File: src/rtl/gpu_pkg.sv
// rtl/gpu_pkg.sv - shared core/fetcher state encodings and width constants
package gpu_pkg;

    localparam int PC_BITS       = 8;
    localparam int INSTR_BITS    = 16;
    localparam int WATCHDOG_BITS = 16;

    typedef enum logic [2:0] {
        CORE_IDLE    = 3'b000,
        CORE_FETCH   = 3'b001,
        CORE_DECODE  = 3'b010,
        CORE_REQUEST = 3'b011,
        CORE_WAIT    = 3'b100,
        CORE_EXECUTE = 3'b101,
        CORE_UPDATE  = 3'b110,
        CORE_DONE    = 3'b111
    } core_state_t;

    typedef enum logic [2:0] {
        FS_IDLE     = 3'b000,
        FS_FETCHING = 3'b001,
        FS_FETCHED  = 3'b010
    } fetcher_state_t;

endpackage

File: src/rtl/fetch_reuse_buf.sv
// rtl/fetch_reuse_buf.sv - one-entry last-fetch buffer with hit compare and flush priority
module fetch_reuse_buf #(
    parameter int ADDR_BITS = 8,
    parameter int DATA_BITS = 16,
    parameter bit REUSE_EN  = 1'b1
) (
    input  logic                 clk,
    input  logic                 reset,
    input  logic                 flush,
    input  logic [ADDR_BITS-1:0] lookup_pc,
    input  logic                 fill,
    input  logic [ADDR_BITS-1:0] fill_pc,
    input  logic [DATA_BITS-1:0] fill_data,
    output logic                 hit,
    output logic [DATA_BITS-1:0] hit_data
);

    logic                 buf_valid;
    logic [ADDR_BITS-1:0] buf_pc;
    logic [DATA_BITS-1:0] buf_data;

    // Flush is written last so it overrides a same-cycle fill.
    always_ff @(posedge clk) begin
        if (!reset) begin
            buf_valid <= 1'b0;
            buf_pc    <= '0;
            buf_data  <= '0;
        end else begin
            if (REUSE_EN && fill) begin
                buf_valid <= 1'b1;
                buf_pc    <= fill_pc;
                buf_data  <= fill_data;
            end
            if (flush) begin
                buf_valid <= 1'b0;
            end
        end
    end

    assign hit      = REUSE_EN && buf_valid && (buf_pc == lookup_pc) && !flush;
    assign hit_data = buf_data;

endmodule

File: src/rtl/instr_fetcher.sv
// rtl/instr_fetcher.sv - instruction fetch stage with last-fetch reuse and request watchdog
module instr_fetcher
    import gpu_pkg::*;
#(
    parameter int PROGRAM_MEM_ADDR_BITS = PC_BITS,
    parameter int PROGRAM_MEM_DATA_BITS = INSTR_BITS,
    parameter bit REUSE_EN              = 1'b1,
    parameter int TIMEOUT_CYCLES        = 255
) (
    input  logic                             clk,
    input  logic                             reset,
    input  logic                             enable,
    input  logic                             flush,
    input  logic [2:0]                       core_state,
    input  logic [PROGRAM_MEM_ADDR_BITS-1:0] current_pc,
    output logic                             mem_read_valid,
    output logic [PROGRAM_MEM_ADDR_BITS-1:0] mem_read_address,
    input  logic                             mem_read_ready,
    input  logic [PROGRAM_MEM_DATA_BITS-1:0] mem_read_data,
    output logic [2:0]                       fetcher_state,
    output logic [PROGRAM_MEM_DATA_BITS-1:0] instruction,
    output logic                             fetch_error
);

    localparam logic [WATCHDOG_BITS-1:0] TIMEOUT = WATCHDOG_BITS'(TIMEOUT_CYCLES);

    fetcher_state_t                   state, state_d;
    logic [WATCHDOG_BITS-1:0]         wd_cnt, wd_cnt_d;
    logic                             valid_d, error_d;
    logic [PROGRAM_MEM_ADDR_BITS-1:0] addr_d;
    logic [PROGRAM_MEM_DATA_BITS-1:0] instr_d;
    logic                             start, hit, fill;
    logic [PROGRAM_MEM_DATA_BITS-1:0] hit_data;

    assign start = enable && (core_state == CORE_FETCH);
    assign fill  = (state == FS_FETCHING) && mem_read_ready;

    fetch_reuse_buf #(
        .ADDR_BITS (PROGRAM_MEM_ADDR_BITS),
        .DATA_BITS (PROGRAM_MEM_DATA_BITS),
        .REUSE_EN  (REUSE_EN)
    ) u_reuse_buf (
        .clk       (clk),
        .reset     (reset),
        .flush     (flush),
        .lookup_pc (current_pc),
        .fill      (fill),
        .fill_pc   (mem_read_address),
        .fill_data (mem_read_data),
        .hit       (hit),
        .hit_data  (hit_data)
    );

    always_ff @(posedge clk) begin
        if (!reset) begin
            state <= FS_IDLE;
        end else begin
            state <= state_d;
        end
    end

    always_comb begin
        state_d = state;
        case (state)
            FS_IDLE:     if (start) state_d = hit ? FS_FETCHED : FS_FETCHING;
            FS_FETCHING: if (mem_read_ready) state_d = FS_FETCHED;
            FS_FETCHED:  if (core_state == CORE_DECODE) state_d = FS_IDLE;
            default:     state_d = FS_IDLE;
        endcase
    end

    // Next values for the registered outputs; everything holds unless a transition updates it.
    always_comb begin
        valid_d  = mem_read_valid;
        addr_d   = mem_read_address;
        instr_d  = instruction;
        wd_cnt_d = wd_cnt;
        error_d  = fetch_error;
        case (state)
            FS_IDLE: begin
                if (start) begin
                    if (hit) begin
                        instr_d = hit_data;
                    end else begin
                        valid_d  = 1'b1;
                        addr_d   = current_pc;
                        wd_cnt_d = '0;
                    end
                end
            end
            FS_FETCHING: begin
                if (mem_read_ready) begin
                    instr_d = mem_read_data;
                    valid_d = 1'b0;
                end else begin
                    if (wd_cnt != '1) wd_cnt_d = wd_cnt + 1'b1;
                    if (wd_cnt_d >= TIMEOUT) error_d = 1'b1;
                end
            end
            default: ;
        endcase
    end

    always_ff @(posedge clk) begin
        if (!reset) begin
            mem_read_valid   <= 1'b0;
            mem_read_address <= '0;
            instruction      <= '0;
            wd_cnt           <= '0;
            fetch_error      <= 1'b0;
        end else begin
            mem_read_valid   <= valid_d;
            mem_read_address <= addr_d;
            instruction      <= instr_d;
            wd_cnt           <= wd_cnt_d;
            fetch_error      <= error_d;
        end
    end

    assign fetcher_state = state;

endmodule

File: config.mk
export PLATFORM = sky130hd
export DESIGN_NAME = instr_fetcher
export DESIGN_NICKNAME = d
export VERILOG_FILES = /design/src/rtl/gpu_pkg.sv /design/src/rtl/fetch_reuse_buf.sv /design/src/rtl/instr_fetcher.sv
export SDC_FILE = /design/constraint.sdc
export NUM_CORES = 1
export LEC_CHECK = 0
export ABC_CLOCK_PERIOD_IN_PS = 6200
export BUFFER_PORTS_ARGS = -buffer_cell sky130_fd_sc_hd__buf_2
export CAP_MARGIN = 0
export CORE_MARGIN = 10
export CORE_UTILIZATION = 54
export DETAILED_ROUTE_END_ITERATION = 6
export PLACE_DENSITY = 0.79
export SLEW_MARGIN = 0
export SYNTH_ARGS = -nofsm -noshare
export SYNTH_HDL_FRONTEND = slang
export SYNTH_HIERARCHICAL = 1
export SYNTH_SLANG_ARGS = --single-unit
File: constraint.sdc
create_clock -name clk -period 6.2 [get_ports clk]
set_clock_uncertainty 0.2 [all_clocks]
set_input_delay 0.31 -clock clk [delete_from_list [all_inputs] [get_ports clk]]
set_output_delay 0.31 -clock clk [all_outputs]
set_load 0.05 [all_outputs]
==> results by group <==
Clock tree
  – Clk_lat worst skew: 350 ps
  – CTS Sinks: 69
  – Max clock buf depth: 2
  – CTS tree: built
  – Inserted Clock Buffers: 9
  – Post-CTS Setup Inserts: 0
  – Root buffer cell: clkbuf_8
  – Clk slew on worst S/H paths: 80 ps
  – H-tree depth: 3

Yosys
  – Synth Net Count: 395
  – Yosys Warn Count: 6
  – Mapped Cells: 362
  – Average cell area after synthesis: 9.61 um2
  – Register bit total from synthesis: 69
  – Asr flop ratio synth: 0
  – Synth cell types: 57
  – Sequential cell area fraction in the yosys report: 0.397
  – Post-synth top flop: dfxtp_1
  – Post-Syn Area: roughly 0.0035 mm2
  – Post-synth EDFFs: 0

Detailed routing
  – Routed wl met2: 3.58 mm
  – Met3 wire len: 390 um
  – DRT antenna net count: 0
  – Vias per cell: 5.60
  – DRC Markers: 0
  – WL met1: 3.33 mm
  – DRT iter0 DRCs: 94
  – WL final: roughly 7.4 mm
  – DR pass1 iterations: 4
  – Via count: 2,748
  – Drt wl/cell: 15.1 um
  – Top Layer Used: met4

Floorplan
  – Die ar.: roughly 0.010 mm2
  – Rows: 29
  – Die Y-Extent: between 100 and 150 um
  – Die width: 100 um
  – Core area: 0.00631 mm2
  – IO Count: between 60 and 70
  – Starting density of the core: 0.551

Worst setup path
  – R2R Setup Slk: 3330 ps
  – Crit-path leading delay family: simple AND/OR/NAND/NOR gates
  – Nature of the critical path endpoint: register
  – Crit path DAT: 3060 ps
  – Worst R2R Path Depth: 6
  – Worst-path fanout max: 33
  – Largest stage delay, worst path: 880 ps
  – Worst Setup SP: flush
  – CP Buf/Inv Count: 2
  – Reg2reg end: wd_cnt[5]$_SDFFE_PN0P_
  – Worst Path Required: 6250 ps
  – Critical path type: input pin to register
  – Startpoint Class: input pin
  – CP Cell Sequence: dlygate4sd3_1 -> buf_2 -> nand3b_1 -> nor3_1 -> nor2_1 -> nor3_4 -> nand2_1 -> o211a_1
  – Worst r2r src: fetcher_state[0]$_SDFFE_PN0P_
  – Cell at the slowest stage of the critical path: nor3_4

Timing
  – Slew Limit Fails: 0
  – RSZ-0062 raised after global routing: no
  – Setup Total Neg Slack: 0 ps
  – Worst Tran Pin Value: 1110 ps
  – Final setup viols: 0
  – Fin. Hold Viols: 0
  – Headroom to the max-slew limit: 0.257
  – Tmin final: 3020 ps
  – Tcrit/Tclk final: 0.486
  – Max Clk Rate: 332 MHz

Global route
  – Initial antenna violation count: 0
  – Overall routing resource usage: 0.150
  – GRT Residual Overflow: 0
  – Largest net degree at the start of global routing: 70
  – Vias in the first global route: 2,674
  – First-pass GRT wire length: ~13 mm

Place
  – Post-DP Area: 0.00373 mm2
  – IO buf count: 59
  – Placer congestion estimate: 0.856
  – Post-DP HPWL: 5.11 mm

Min path
  – Hold path cells: 3
  – Tightest Hold Check Type: input pin to register
  – Hold path endpoint: u_reuse_buf/hit_data[4]$_SDFFE_PN0P_
  – Hold Crit Start: mem_read_data[4]

Finish
  – Antenna Cells: 0
  – Share of cells above drive strength 1: 0.220
  – Post-route cell area: 0.00394 mm2
  – Area growth syn-to-layout: 13.2%
  – Nets@finish: 442

Power and ir drop
  – Pwr Density: between 200 and 250 mW/mm2
  – VDD IR max: 0.000166 V
  – Lkg Pwr: 1.62 nW

Status
  – Status: finished, final reports clean

Run
  – Max-Cap Viols: 0
[tightest hold or removal path, cell delays in order]
cell,delay (ps)
buf_2,90
mux2i_1,60
nor2b_1,100
[flip-flops by register name, indices dropped and copies added, names as in the netlist]
register and cells:
fetcher_state 2, wd_cnt 16, mem_read_address 8, instruction 16
u_reuse_buf/buf_valid 1, u_reuse_buf/hit_data 16, mem_read_valid 1, u_reuse_buf/buf_pc 8
fetch_error 1
[routing by layer]
metal | global-route usage | vias up
li1 | - | 1400
met1 | 0.177 | 1278
met5 | 0 | -
met3 | 0.0460 | 11
met4 | 0.0587 | 0
met2 | 0.248 | 59
[where the power goes]
part	switching [W]	leakage, nW	internal [W]
Combinational	0.0000478	0.967	0.0000308
Sequential	0.00000484	0.557	0.000449
Clock	0.000182	0.100	0.000188
Total	0.000235	1.62	0.000668
[kinds of logic (layout without fill, tap and decap cells)]
family	after synthesis	after routing	synth area share
fa+ha+maj	1	1	0.00360
other cells	1	1	0.00108
xor+xnor	12	12	0.0302
buf+inv	29	81	0.0504
simple gates	131	131	0.220
mux	52	52	0.150
compound gates	67	67	0.148
flops	69	69	0.397
[worst max path at each step]
stage | end | slack (ps) | cells past startpoint
6_report | instruction[0]$_SDFFE_PN0P_ | 3180 | 8
5_1_grt | instruction[0]$_SDFFE_PN0P_ | 2960 | 8
4_1_cts | instruction[0]$_SDFFE_PN0P_ | 3180 | 8
3_5_place_dp | instruction[4]$_SDFFE_PN0P_ | 3300 | 8
3_3_place_gp | instruction[12]$_SDFFE_PN0P_ | 3450 | 8
2_1_floorplan | wd_cnt[9]$_SDFFE_PN0P_ | 3920 | 7
[synthesized netlist by cell type (all sizes together), types with 2 or more instances]
cell type	count	area, um2
a31oi	8	50.1
and3	3	18.8
o211a	18	180
buf	18	134
inv	3	11.3
clkbuf	8	30.0
and3b	3	26.3
a21o	2	15.0
and4	3	27.5
a21oi	7	35.0
and2	5	31.3
nor2b	39	244
xnor2	11	96.3
o21ai	17	88.8
nor3	8	56.3
a22oi	2	15.0
nand3b	2	15.0
nor2	12	45.0
a2111oi	2	36.3
a21boi	2	15.0
o2111ai	2	17.5
or3	2	12.5
mux2i	51	510
nand4	8	56.3
dfxtp	69	1380
nand2	29	109
nand3	11	67.6
[per-stage QoR]
step	utilization	hold WS [ps]	std cells	power (W)	worst slack (ps)
final	0.623	31.6	491	0.000902	3180
after global routing	0.623	32.1	491	0.000938	2960
after CTS	0.623	23.6	491	0.000911	3180
after detailed placement	0.591	282	474	0.000543	3300
after global placement	0.591	279	474	0.000542	3450
after floorplan	-	180	362	0.000519	3920
[placed cells by master (no fill, tap or decap), types with 2 or more instances in the layout]
| master | count |
|---|---|
| xnor2_1 | 11 |
| nand4_1 | 7 |
| nand3_1 | 10 |
| nor2_1 | 12 |
| and4_1 | 2 |
| a21o_1 | 2 |
| inv_1 | 2 |
| and2_1 | 5 |
| a21oi_1 | 7 |
| mux2i_1 | 51 |
| nor3_4 | 2 |
| and3b_1 | 3 |
| o21ai_1 | 2 |
| and3_1 | 3 |
| buf_2 | 59 |
| nand3b_1 | 2 |
| a22oi_1 | 2 |
| inv_6 | 2 |
| clkbuf_8 | 9 |
| nor2b_1 | 38 |
| a31oi_1 | 8 |
| clkinv_2 | 2 |
| or3_1 | 2 |
| o2111ai_1 | 2 |
| a21boi_0 | 2 |
| dfxtp_1 | 69 |
| buf_4 | 2 |
| o211a_1 | 18 |
| nor3_1 | 6 |
| o21ai_0 | 14 |
| nand2_1 | 29 |
[final cells by class]
cell class / count / area (um2)
Multi-Input combinational cell: 264 / 1930
Inverter: 3 / 11.3
Fill cell: 564 / 2380
Clock inverter: 7 / 73.8
Timing Repair Buffer: 62 / 320
Clock buffer: 9 / 124
Tap cell: 77 / 96.3
Sequential cell: 69 / 1380
[what timing repair did]
| action | CTS | global route |
|---|---|---|
| endpoints found under the setup margin | 0 | 0 |
| endpoints found under the hold margin | 1 | 0 |
| gates resized for setup | 0 | 0 |
| hold buffers | 1 | 0 |
Power figures use the tool's default switching activity.
